==> config.mk <==
export PLATFORM = sky130hd
export DESIGN_NAME = apb_cmd_master
export DESIGN_NICKNAME = d
export VERILOG_FILES = /design/src/rtl/mixed_package.sv /design/src/rtl/rr_arbiter.sv /design/src/rtl/apb_cmd_master.sv
export SDC_FILE = /design/constraint.sdc
export NUM_CORES = 1
export LEC_CHECK = 0
export ABC_AREA = 1
export BUFFER_PORTS_ARGS = -buffer_cell sky130_fd_sc_hd__clkbuf_2
export CAP_MARGIN = 40
export CORE_AREA = 4 4 157 159
export CTS_BUF_LIST = sky130_fd_sc_hd__clkbuf_16
export DETAILED_ROUTE_END_ITERATION = 16
export DIE_AREA = 0 0 161 163
export PLACE_DENSITY = 0.73
export SETUP_SLACK_MARGIN = 0.5
export SLEW_MARGIN = 40
export SYNTH_ARGS = -nofsm -noshare
export SYNTH_HDL_FRONTEND = slang
export SYNTH_SLANG_ARGS = --single-unit
==> constraint.sdc <==
create_clock -name clk -period 5.6 [get_ports clk]
set_input_delay 0.84 -clock clk [delete_from_list [all_inputs] [get_ports clk]]
set_output_delay 0.84 -clock clk [all_outputs]
set_load 0.005 [all_outputs]
==> src/rtl/mixed_package.sv <==
// mixed_package: shared types and constants for the mixed subsystem APB command master.
package mixed_package;

    typedef enum logic [1:0] {IDLE, SETUP, ACCESS, RESP} apb_cmd_state_e;

    localparam int DEFAULT_TIMEOUT = 256;
    localparam int RSP_CH_W        = 8;
    localparam int RSP_DATA_W      = 64;

    // Widest response record; instances narrower than this use the low bits.
    typedef struct packed {
        logic [RSP_CH_W-1:0]   ch;
        logic [RSP_DATA_W-1:0] rdata;
        logic                  err;
        logic                  timeout;
    } apb_rsp_t;

endpackage

==> src/rtl/rr_arbiter.sv <==
// rr_arbiter: combinational round-robin pick of the first requester at or above ptr, wrapping.
module rr_arbiter #(
    parameter  int NUM_CH = 4,
    localparam int CH_W   = (NUM_CH > 1) ? $clog2(NUM_CH) : 1
) (
    input  logic [NUM_CH-1:0] req,
    input  logic [CH_W-1:0]   ptr,
    output logic [NUM_CH-1:0] grant,
    output logic [CH_W-1:0]   idx
);

    logic            found;
    logic [CH_W-1:0] c;

    always_comb begin
        grant = '0;
        idx   = '0;
        found = 1'b0;
        c     = '0;
        for (int k = 0; k < NUM_CH; k++) begin
            c = CH_W'((int'(ptr) + k) % NUM_CH);
            if (!found && req[c]) begin
                found    = 1'b1;
                grant[c] = 1'b1;
                idx      = c;
            end
        end
    end

endmodule

==> src/rtl/apb_cmd_master.sv <==
// apb_cmd_master: round-robin arbitrated APB3 master with wait-state timeout and tagged responses.
module apb_cmd_master
    import mixed_package::*;
#(
    parameter  int NUM_CH  = 4,
    parameter  int ADDR_W  = 32,
    parameter  int DATA_W  = 32,
    parameter  int TIMEOUT = DEFAULT_TIMEOUT,
    localparam int CH_W    = (NUM_CH > 1) ? $clog2(NUM_CH) : 1
) (
    input  logic                     clk,
    input  logic                     rst_n,
    input  logic [NUM_CH-1:0]        cmd_valid,
    output logic [NUM_CH-1:0]        cmd_ready,
    input  logic [NUM_CH-1:0]        cmd_write,
    input  logic [NUM_CH*ADDR_W-1:0] cmd_addr,
    input  logic [NUM_CH*DATA_W-1:0] cmd_wdata,
    output logic                     rsp_valid,
    input  logic                     rsp_ready,
    output logic [CH_W-1:0]          rsp_ch,
    output logic [DATA_W-1:0]        rsp_rdata,
    output logic                     rsp_err,
    output logic                     rsp_timeout,
    output logic [ADDR_W-1:0]        paddr,
    output logic                     psel,
    output logic                     penable,
    output logic                     pwrite,
    output logic [DATA_W-1:0]        pwdata,
    input  logic [DATA_W-1:0]        prdata,
    input  logic                     pready,
    input  logic                     pslverr
);

    localparam int CNT_W = (TIMEOUT > 0) ? $clog2(TIMEOUT + 1) : 1;

    apb_cmd_state_e    state;
    logic [CH_W-1:0]   rr_ptr;
    logic [CH_W-1:0]   gnt_idx;
    logic [NUM_CH-1:0] gnt;
    logic [CNT_W-1:0]  cnt;
    logic              timed_out;

    rr_arbiter #(.NUM_CH(NUM_CH)) u_arb (
        .req   (cmd_valid),
        .ptr   (rr_ptr),
        .grant (gnt),
        .idx   (gnt_idx)
    );

    assign cmd_ready = (state == IDLE) ? gnt : '0;
    // A zero TIMEOUT parameter disables the abort path entirely.
    assign timed_out = (TIMEOUT != 0) && (cnt == CNT_W'(TIMEOUT - 1));

    always_ff @(posedge clk or negedge rst_n) begin
        if (!rst_n) begin
            state       <= IDLE;
            rr_ptr      <= '0;
            cnt         <= '0;
            psel        <= 1'b0;
            penable     <= 1'b0;
            pwrite      <= 1'b0;
            paddr       <= '0;
            pwdata      <= '0;
            rsp_valid   <= 1'b0;
            rsp_ch      <= '0;
            rsp_rdata   <= '0;
            rsp_err     <= 1'b0;
            rsp_timeout <= 1'b0;
        end else begin
            case (state)
                IDLE: if (|cmd_valid) begin
                    paddr  <= cmd_addr[gnt_idx*ADDR_W +: ADDR_W];
                    pwrite <= cmd_write[gnt_idx];
                    pwdata <= cmd_write[gnt_idx] ? cmd_wdata[gnt_idx*DATA_W +: DATA_W] : '0;
                    rsp_ch <= gnt_idx;
                    rr_ptr <= (32'(gnt_idx) == NUM_CH - 1) ? '0 : gnt_idx + 1'b1;
                    cnt    <= '0;
                    psel   <= 1'b1;
                    state  <= SETUP;
                end
                SETUP: begin
                    penable <= 1'b1;
                    state   <= ACCESS;
                end
                ACCESS: begin
                    cnt <= cnt + 1'b1;
                    // pready takes priority over a simultaneous timeout.
                    if (pready || timed_out) begin
                        psel        <= 1'b0;
                        penable     <= 1'b0;
                        rsp_valid   <= 1'b1;
                        rsp_rdata   <= (pready && !pwrite) ? prdata : '0;
                        rsp_err     <= pready ? pslverr : 1'b1;
                        rsp_timeout <= !pready;
                        state       <= RESP;
                    end
                end
                RESP: if (rsp_ready) begin
                    rsp_valid <= 1'b0;
                    state     <= IDLE;
                end
                default: state <= IDLE;
            endcase
        end
    end

endmodule

Word-level counts from Yosys, hierarchy flattened
Cells that the tools add are included.
- add/sub/neg operators: 5
- magnitude comparators: 9
- equality and inequality tests: 8
- shifts and indexed selects: 2
- mux-type cells: 47
- bitwise gates (word level): 3
- reductions and logical operators: 26
- operator list (operator ; number):
    $shiftx 128x8->32 ; 2
    $mux 32 ; 2
    $mux 4 ; 5
    $pmux 9 s2 ; 1
    $mux 1 ; 17
    $mux 2 ; 8
    $lt 2x3->1 const B ; 5
    $or 4x4->4 ; 3
    $bmux 1 s2 ; 5
    $add 9x1->9 const B ; 1
    $eq 9x8->1 const B ; 1
    $mux 9 ; 1
    $reduce_and 3->1 ; 3
    $demux 1 s2 ; 4
    $ge 2x1->1 const B ; 4
    $logic_and 1x1->1 ; 8
    $pmux 2 s4 ; 1
    $reduce_and 2->1 ; 4
    $eq 2x2->1 const B ; 3
    $pmux 1 s2 ; 3
    $reduce_bool 2->1 ; 3
    $logic_not 1->1 ; 5
    $add 2x1->2 const B ; 2
    $add 2x2->2 const B ; 2
    6 further kinds ; 7
- register bits: 117
- input port bits: 301
- output and inout bits: 108
- logic and storage cells: 113

Logic depth before layout (Yosys ltp)
Gate-level depths: netlist of the first run.
- depth after elaboration: 15
- gate-level depth with buffers: 17
- gate-level depth less buffers: 16

Hierarchy
A second synthesis of the first run with hierarchy kept.
- cells, all modules: 1071
- area, all modules: 7606.0 um2
- by module, submodules not included (module ; instances ; cells an instance ; area each (um2) ; sequential area each (um2)):
    apb_cmd_master ; 1 ; 989 ; 7090.6 ; 2927.8
    rr_arbiter ; 1 ; 82 ; 515.5 ; 0.0

Worst setup path after synthesis of the first run
OpenSTA, ideal clock, no wires.
- path kind: register to output
- start: reg rr_ptr[0]
- end: out cmd_ready[3]
- arrival time: 1.826 ns
- required time: 4.760 ns
- path slack: 2.934 ns
- cell stages (with the launch flop): 14
- buffers on the path: 0
- cell sequence: dfrtp_1 > inv_2 > ha_1 > inv_1 > nand3_1 > nand2_2 > inv_2 > nor2_8 > nand2_1 > inv_1 > nand3_1 > nand4_1 > nand2_1 > inv_1
- cells in the longest elaborated chain, start to end: 13
- elaborated cells on any way between the ends: 48
- classes of those cells: 3 x add/sub; 8 x order compare; 24 x mux; 3 x bitwise; 10 x reduce/logical
- ends and longest elaborated chain (item ; RTL line ; RTL):
    from (decl) ; apb_cmd_master.sv:37 ; logic [CH_W-1:0] rr_ptr;
    from (signal assigned) ; apb_cmd_master.sv:76 ; rr_ptr <= (32'(gnt_idx) == NUM_CH - 1) ? '0 : gnt_idx + 1'b1;
    branches (longest 11 deep; another with $lt 2x3->1) ; - ;
    $mux 4 * ; rr_arbiter.sv:22 ; if (!found && req[c]) begin
    $mux 4 * ; apb_cmd_master.sv:50 ; assign cmd_ready = (state == IDLE) ? gnt : '0;
    to (decl) ; apb_cmd_master.sv:14 ; output logic [NUM_CH-1:0] cmd_ready,
Every way passes the cells marked *. The select of a mux whose other input is x is not followed.

Worst setup path in the final report of the first run
- start: reg rr_ptr[0]
- end: reg paddr[2]
- cells in the longest elaborated chain, start to end: 13
- elaborated cells on any way between the ends: 25
- classes of those cells: 3 x add/sub; 1 x shift; 15 x mux; 6 x reduce/logical
- ends and longest elaborated chain (item ; RTL line ; RTL):
    branches (longest 11 deep; another with $add 2x1->2) ; - ;
    $mux 2 * ; rr_arbiter.sv:22 ;
    $shiftx 128x8->32 * ; apb_cmd_master.sv:72 ; paddr <= cmd_addr[gnt_idx*ADDR_W +: ADDR_W];
    to (signal assigned) ; apb_cmd_master.sv:72 ;
    to (decl) ; apb_cmd_master.sv:24 ; output logic [ADDR_W-1:0] paddr,
Marks and branches as above.
A chain may end at the register's enable or synchronous reset.

==> results of run 1 <==
[area by class of cell]
cell class	count	share of cell area (%)
Clock inverter	15	2.00
Clock buffer	17	3.92
Tap cell	319	3.68
Sequential cell	117	27.0
Antenna cell	1	0.0231
Timing Repair Buffer	416	19.5
Multi-Input combinational cell	887	39.2
Inverter	136	4.73
[metrics by stage]
stage | worst slack [ns] | util (%)
global route | 1.30 | 46.6
floorplan | 2.93 | -
detailed placement | 1.75 | 43.8
finish | 1.73 | 46.6
global placement | 1.62 | 43.7
CTS | 1.73 | 46.6
[synthesized netlist by cell type]
cell,count,share of area (%)
nand2_1,532,25
nand3_1,171,11
inv_1,133,6.2
dfrtp_1,117,37
nand3b_1,104,9.7
buf_2,30,1.9
clkbuf_1,25,1.2
nor2_1,17,0.80
ha_1,12,1.9
o21ai_0,11,0.69
buf_1,9,0.42
buf_4,6,0.56
nand2_2,4,0.31
nor3_1,4,0.25
a22oi_1,3,0.28
buf_6,3,0.42
inv_2,3,0.14
nand2_4,3,0.42
nand4_1,3,0.23
nor2_2,3,0.23
a21o_1,2,0.19
a21oi_1,2,0.12
a31oi_1,2,0.16
nor3b_1,2,0.19
o22ai_1,2,0.16
a211oi_1,1,0.094
a21oi_2,1,0.11
nand3_2,1,0.12
nand4_4,1,0.27
nor2_8,1,0.25
o211ai_1,1,0.094
o21a_1,1,0.094
o21bai_1,1,0.094
o22a_1,1,0.11
xor2_1,1,0.11
[worst max-delay path, stage by stage, from the launching register on]
cell     delay [ns]
dfrtp_1        0.54
inv_2          0.19
ha_1           0.40
inv_1          0.08
nand3_1        0.09
nand2_2        0.09
inv_2          0.10
nor2_8         0.05
nand4_4        0.07
buf_6          0.59
nand2_4        0.49
inv_1          0.71
nand2_1        0.13
nand2_1        0.09
nand2_1        0.05
nand3_1        0.10
[worst paths after layout]
check / startpoint / endpoint / cells past startpoint
setup reg to reg: rr_ptr[0]$_DFFE_PN0P_ / paddr[2]$_DFFE_PN0P_ / 15
hold / removal: rst_n / paddr[1]$_DFFE_PN0P_ / 1
setup / recovery: rr_ptr[0]$_DFFE_PN0P_ / paddr[2]$_DFFE_PN0P_ / 15
hold reg to reg: pwdata[27]$_DFFE_PN0P_ / pwdata[27]$_DFFE_PN0P_ / 2
max in group asynchronous: rst_n / rsp_rdata[17]$_DFFE_PN0P_ / 2
min in group clk: pwdata[27]$_DFFE_PN0P_ / pwdata[27]$_DFFE_PN0P_ / 2
[routing by layer]
metal,vias up,share of wire [%]
met5,-,0.045
met4,2,2.2
met3,35,7.1
met2,366,50
met1,4087,40
li1,4530,-
[kinds of logic (layout without fill, tap and decap cells)]
| family | Yosys count | after routing | synth area share [%] |
|---|---|---|---|
| compound gates | 28 | 28 | 2.19 |
| flops | 117 | 117 | 36.6 |
| other cells | 0 | 1 | 0 |
| fa+ha+maj | 12 | 12 | 1.87 |
| xor+xnor | 1 | 1 | 0.109 |
| simple gates | 846 | 846 | 48.4 |
| buf+inv | 209 | 584 | 10.8 |
[flip-flops by register name (all words and copies together), names as in the netlist]
name         flops
cnt              9
paddr           32
penable          1
psel             1
pwdata          32
pwrite           1
rr_ptr           2
rsp_ch           2
rsp_err          1
rsp_rdata       32
rsp_timeout      1
rsp_valid        1
state            2
[power breakdown]
part	switching, uW	total (uW)	internal (uW)
logic	3270	4840	1560
registers	201	1400	1200
clock network	442	1200	758
total	3910	7430	3520
==> out/results.tsv, run 1 <==
stage	metric	value	unit
synth	Syn Inst Count	1213	
synth	Synthesis Warnings	0	
grt	met1 Use GR	25.3	%
clocking	post-cts sizing count	0	
finish	share of layout cells above drive strength 1	29.6	%
clocking	Max Buffers Root-to-Sink	2	
grt	largest net degree at the start of global routing	108	
critical_path	CP endpoint kind	register	
floorplanning	initial core utilization	34.4	%
timing	final setup violation count	0	
critical_path	CP Launch Type	register	
grt	initial antenna violation count	2	
critical_path	critical path class	register to register	
detailed_routing	vias per cell	4.73	
clocking	CTS tree	yes	
power	Total Power	7430	uW
floorplanning	die width	161	um
timing	worst-margin pin slew	0.794	ns
detailed_routing	violation count after the first detailed-route iteration	781	
place	post-DP HPWL	21900	um
floorplanning	IO Count	409	
synth	flops & latches, synth	117	
timing	setup TNS	0	ns
detailed_routing	DRC errors left	0	
floorplanning	# rows	56	
finish	area added between synthesis and finish	35.4	%
finish	most common cell after layout, fill and taps aside	nand2_1	
clocking	TritonCTS Buffers	17	
critical_path	CP Max Fanout	107	
clocking	htree depth	4	
place	placed cell count	1875	
clocking	Clock Latency Late Sink	0.41	ns
clocking	clk sinks	117	
clocking	clock slew at reported path FFs	0.06	ns
synth	mean post-synth cell area	6.60	um2
place	IO Port Bufs	408	
place	placed inst area	10200	um2
synth	post-synthesis sequential area ratio	36.6	%
synth	syn nets	1526	
clocking	Post-CTS Setup Repair Bufs	0	
critical_path	r2r setup slk	1.73	ns
grt	vias in the first global route	8765	
detailed_routing	DRT Wirelength	29000	um
finish	nets	1888	
grt	Total GRT Usage	21.5	%
finish	most frequent cells in the layout	nand2_1, clkbuf_2, nand3_1	
timing	RSZ-0062 raised after global routing	no	
critical_path	Arr. time, crit path	4.22	ns
detailed_routing	Routed Antenna Nets	0	
clocking	hold buffers post-CTS	0	
finish	fill count	2420	
clocking	CTS Root Cell	clkbuf_16	
finish	footprint of the multi-input gates	4240	um2
floorplanning	die height	163	um
timing	Final Cycle Share	69.1	%
detailed_routing	DR WL/cell	15.2	um
critical_path	Worst EP required	5.95	ns
timing	Max transition margin	47.1	%
grt	GRT met3 Usage	5.06	%
place	Final Wtd Congestion	0.880	
timing	clk_skew	0.00663	ns
grt	GR met2 Demand/Resource	38.7	%
finish	Layout Cells excl Fill	1908	
power	Leakage	0.00658	uW
detailed_routing	DR vias	9020	
floorplanning	core area	23300	um2
timing	Slew Viols, Final	0	
synth	cell area after synthesis	8010	um2
grt	GR Overflow Total	0	
outcome	outcome	finished, final reports clean	
floorplanning	area of the die	26200	um2
job	maxcap violations	0	
power	Worst VDD drop	395	uV
power	PD cells	686	nW/um2
timing	WHS	0.409	ns
finish	Final Cell Area	10800	um2
grt	first-pass GRT wire length	45600	um
min_path	HP Class	primary input to async pin	
timing	Max Clock Freq	0.258	GHz
synth	number of library cell types mapped by synthesis	35	
grt	GR peak layer	met2	
detailed_routing	TritonRoute pass-1 iters	5	
finish	register cell area after layout	2930	um2
timing	fin crit period	3.87	ns
timing	final hold viol count	0	
(Power assumes the default switching activity.)
==> inputs of run 2 (changes only) <==
ABC_AREA = 0   (was 1)
CORE_AREA = 4 4 155 157   (was 4 4 157 159)
DIE_AREA = 0 0 159 161   (was 0 0 161 163)
PLACE_DENSITY = 0.69   (was 0.73)
clock period = 4.02 ns   (was 5.6 ns; I/O delays follow)
==> run 2 against run 1 <==
Register-to-register slack got worse by 0.96 ns. Utilization decreased by 2.9 points. Final cell count down 28%. Count of clock-buffer cells in the layout unchanged. Flip-flop and latch count stayed put. Synthesized cell count shrank 44%. Fmax grew 19%. Die area down 2.5%. Clock power is 43% higher. Critical path type unchanged.
==> out/results.tsv, run 2 <==
stage	metric	value	unit	change
power	Worst VDD drop	390	uV	-1.4%
clocking	CTS tree	yes		
detailed_routing	TritonRoute pass-1 iters	4		-1
timing	final setup violation count	0		unchanged
floorplanning	area of the die	25600	um2	-2.5%
finish	share of layout cells above drive strength 1	44.3	%	+15 points
place	Final Wtd Congestion	0.922		+4.8%
timing	setup TNS	0	ns	unchanged
timing	Max transition margin	49.2	%	+2.1 points
floorplanning	initial core utilization	30.6	%	-3.8 points
detailed_routing	DRT Wirelength	23100	um	-20%
synth	Synthesis Warnings	0		unchanged
clocking	hold buffers post-CTS	0		unchanged
critical_path	CP endpoint kind	register		
synth	Syn Inst Count	682		-44%
critical_path	Worst EP required	4.30	ns	-1.65 ns
critical_path	CP Launch Type	register		
floorplanning	IO Count	409		unchanged
synth	flops & latches, synth	117		unchanged
power	Leakage	0.00527	uW	-20%
synth	EDFF count, synth	0		unchanged
grt	vias in the first global route	6800		-22%
synth	fraction of registers with async set/reset	100	%	unchanged
synth	mean post-synth cell area	10.1	um2	+53%
clocking	clk sinks	117		unchanged
clocking	htree depth	4		unchanged
synth	top cells by area, synth	dfrtp_1, mux2i_1, nand2_1		
clocking	post-cts sizing count	0		unchanged
detailed_routing	vias per cell	4.87		+2.9%
finish	Antenna diodes	0		-1
floorplanning	# rows	55		-1.8%
clocking	Post-CTS Setup Repair Bufs	0		unchanged
finish	Final Cell Area	9840	um2	-9.2%
detailed_routing	DR vias	6648		-26%
synth	top cell type's share of synthesized area	42.5	%	+6.0 points
detailed_routing	DRC errors left	0		unchanged
clocking	Max Buffers Root-to-Sink	2		unchanged
place	IO Port Bufs	408		unchanged
synth	cell area after synthesis	6880	um2	-14%
timing	clk_skew	0.0119	ns	+0.00526 ns
clocking	TritonCTS Buffers	17		unchanged
critical_path	reg2reg start	rr_ptr[1]$_DFFE_PN0P_		
clocking	CTS Root Cell	clkbuf_16		
timing	Slew Viols, Final	0		unchanged
detailed_routing	Routed Antenna Nets	0		unchanged
grt	first-pass GRT wire length	36200	um	-21%
finish	most common cell after layout, fill and taps aside	clkbuf_2		
place	post-DP HPWL	18400	um	-16%
floorplanning	die width	159	um	-1.2%
synth	most frequent cell after synthesis	mux2i_1		
floorplanning	die height	161	um	-1.2%
synth	prevailing post-synth register cell	dfrtp_1		
finish	nets	1381		-27%
finish	Largest regs	paddr (32), pwdata (32), rsp_rdata (32)		
critical_path	critical path class	register to register		
critical_path	CP Launch Point	rr_ptr[1]$_DFFE_PN0P_		
critical_path	Arr. time, crit path	3.53	ns	-0.69 ns
clocking	Clock Latency Late Sink	0.41	ns	about the same
finish	fill count	2201		-9.0%
clocking	clock slew at reported path FFs	0.06	ns	about the same
timing	worst-margin pin slew	0.759	ns	-0.0350 ns
finish	most frequent cells in the layout	clkbuf_2, mux2i_1, dfrtp_1		
floorplanning	core area	22500	um2	-3.3%
grt	GR Overflow Total	0		unchanged
grt	Total GRT Usage	17.4	%	-4.1 points
detailed_routing	violation count after the first detailed-route iteration	368		-53%
timing	fin crit period	3.25	ns	-0.624 ns
synth	Synth area leader	dfrtp_1		
timing	Final Cycle Share	80.8	%	+12 points
min_path	HP Class	primary input to async pin		
grt	initial antenna violation count	1		-1
synth	syn nets	995		-35%
synth	Post-synth top cells	mux2i_1, dfrtp_1, nand2_1, o21ai_0, o221ai_1		
timing	RSZ-0062 raised after global routing	no		
timing	final hold viol count	0		unchanged
timing	Max Clock Freq	0.308	GHz	+19%
job	maxcap violations	0		unchanged
outcome	outcome	finished, final reports clean		
grt	largest net degree at the start of global routing	68		-37%
synth	number of library cell types mapped by synthesis	48		+37%
synth	post-synthesis sequential area ratio	42.5	%	+6.0 points
detailed_routing	DR WL/cell	16.9	um	+11%
critical_path	CP Max Fanout	56		-48%
place	placed inst area	9180	um2	-9.9%
finish	area added between synthesis and finish	43.0	%	
power	PD cells	820	nW/um2	+20%
## run 2: cell count changes after synthesis, moves of 7 or more
| cell | delta |
|---|---|
| a2bb2oi_1 | +25 |
| inv_1 | -122 |
| nand3b_1 | -103 |
| o21ai_1 | +31 |
| mux2i_1 | +130 |
| buf_1 | -7 |
| o21ai_0 | +46 |
| o221ai_1 | +33 |
| nand3_1 | -164 |
| nand2_1 | -418 |
| buf_2 | -20 |
| a2bb2oi_2 | +7 |
## run 2: path summary, 6_finish.rpt
check	depth (start not counted)	to	slack (ns)
worst min-delay path	1	rsp_rdata[24]$_DFFE_PN0P_	0.23
worst max register to register	11	pwdata[24]$_DFFE_PN0P_	0.77
min in group clk	3	rsp_rdata[13]$_DFFE_PN0P_	0.42
worst min register to register	2	rsp_rdata[3]$_DFFE_PN0P_	0.48
worst max-delay path	11	pwdata[24]$_DFFE_PN0P_	0.77
max in group asynchronous	2	paddr[25]$_DFFE_PN0P_	2.98
## run 2: layer usage
layer	up-vias	routed length [um]	GRT usage, %
met3	41	1510	5.10
li1	3255	-	-
met5	-	20	0
met4	2	707	5.84
met1	3069	9360	21.2
met2	281	11500	29.7
## run 2: cell type report
class	count	area [um2]	area share [%]
Clock buffer	17	425	4.32
Clock inverter	15	236	2.40
Inverter	11	41.3	0.419
Multi-Input combinational cell	496	3630	36.9
Sequential cell	117	2930	29.8
Tap cell	285	357	3.62
Timing Repair Buffer	425	2220	22.6
## run 2: power by group
| group | switching, uW | total, uW | internal [uW] |
|---|---|---|---|
| clock network | 596 | 1710 | 1120 |
| registers | 300 | 1990 | 1690 |
| logic | 2310 | 4360 | 2050 |
## run 2: per-stage QoR
step | util, % | setup slack (ns) | power, uW | hold WS [ns] | cells
6_report | 43.7 | 0.772 | 8070 | 0.231 | 1366
2_1_floorplan | - | 1.08 | 5080 | 0.307 | 682
3_3_place_gp | 40.8 | 0.761 | 6330 | 0.463 | 1334
3_5_place_dp | 40.8 | 0.679 | 6420 | 0.467 | 1334
4_1_cts | 43.7 | 0.643 | 8160 | 0.244 | 1366
5_1_grt | 43.7 | 0.519 | 8650 | 0.273 | 1366
## run 2: critical path, cell delays in order, from the launching register on
cell	delay (ns)
dfrtp_2	0.47
inv_1	0.13
ha_1	0.41
mux4_2	0.43
nand2b_1	0.12
nand4_1	0.18
o21bai_4	0.26
buf_12	0.34
buf_4	0.24
mux2i_1	0.24
a2bb2oi_2	0.15
o21ai_1	0.07
## run 2: cell families (layout without fill, tap and decap cells)
| kind of cell | Yosys count | count (layout) | synth area share (%) |
|---|---|---|---|
| AOI/OAI and AO/OA | 181 | 181 | 18.9 |
| xor gates and xnor gates | 5 | 5 | 0.636 |
| adders and majority gates | 12 | 12 | 2.18 |
| buffers and inverters | 69 | 468 | 5.14 |
| DFF | 117 | 117 | 42.5 |
| muxes | 135 | 135 | 20.2 |
| and+or+nand+nor | 163 | 163 | 10.3 |
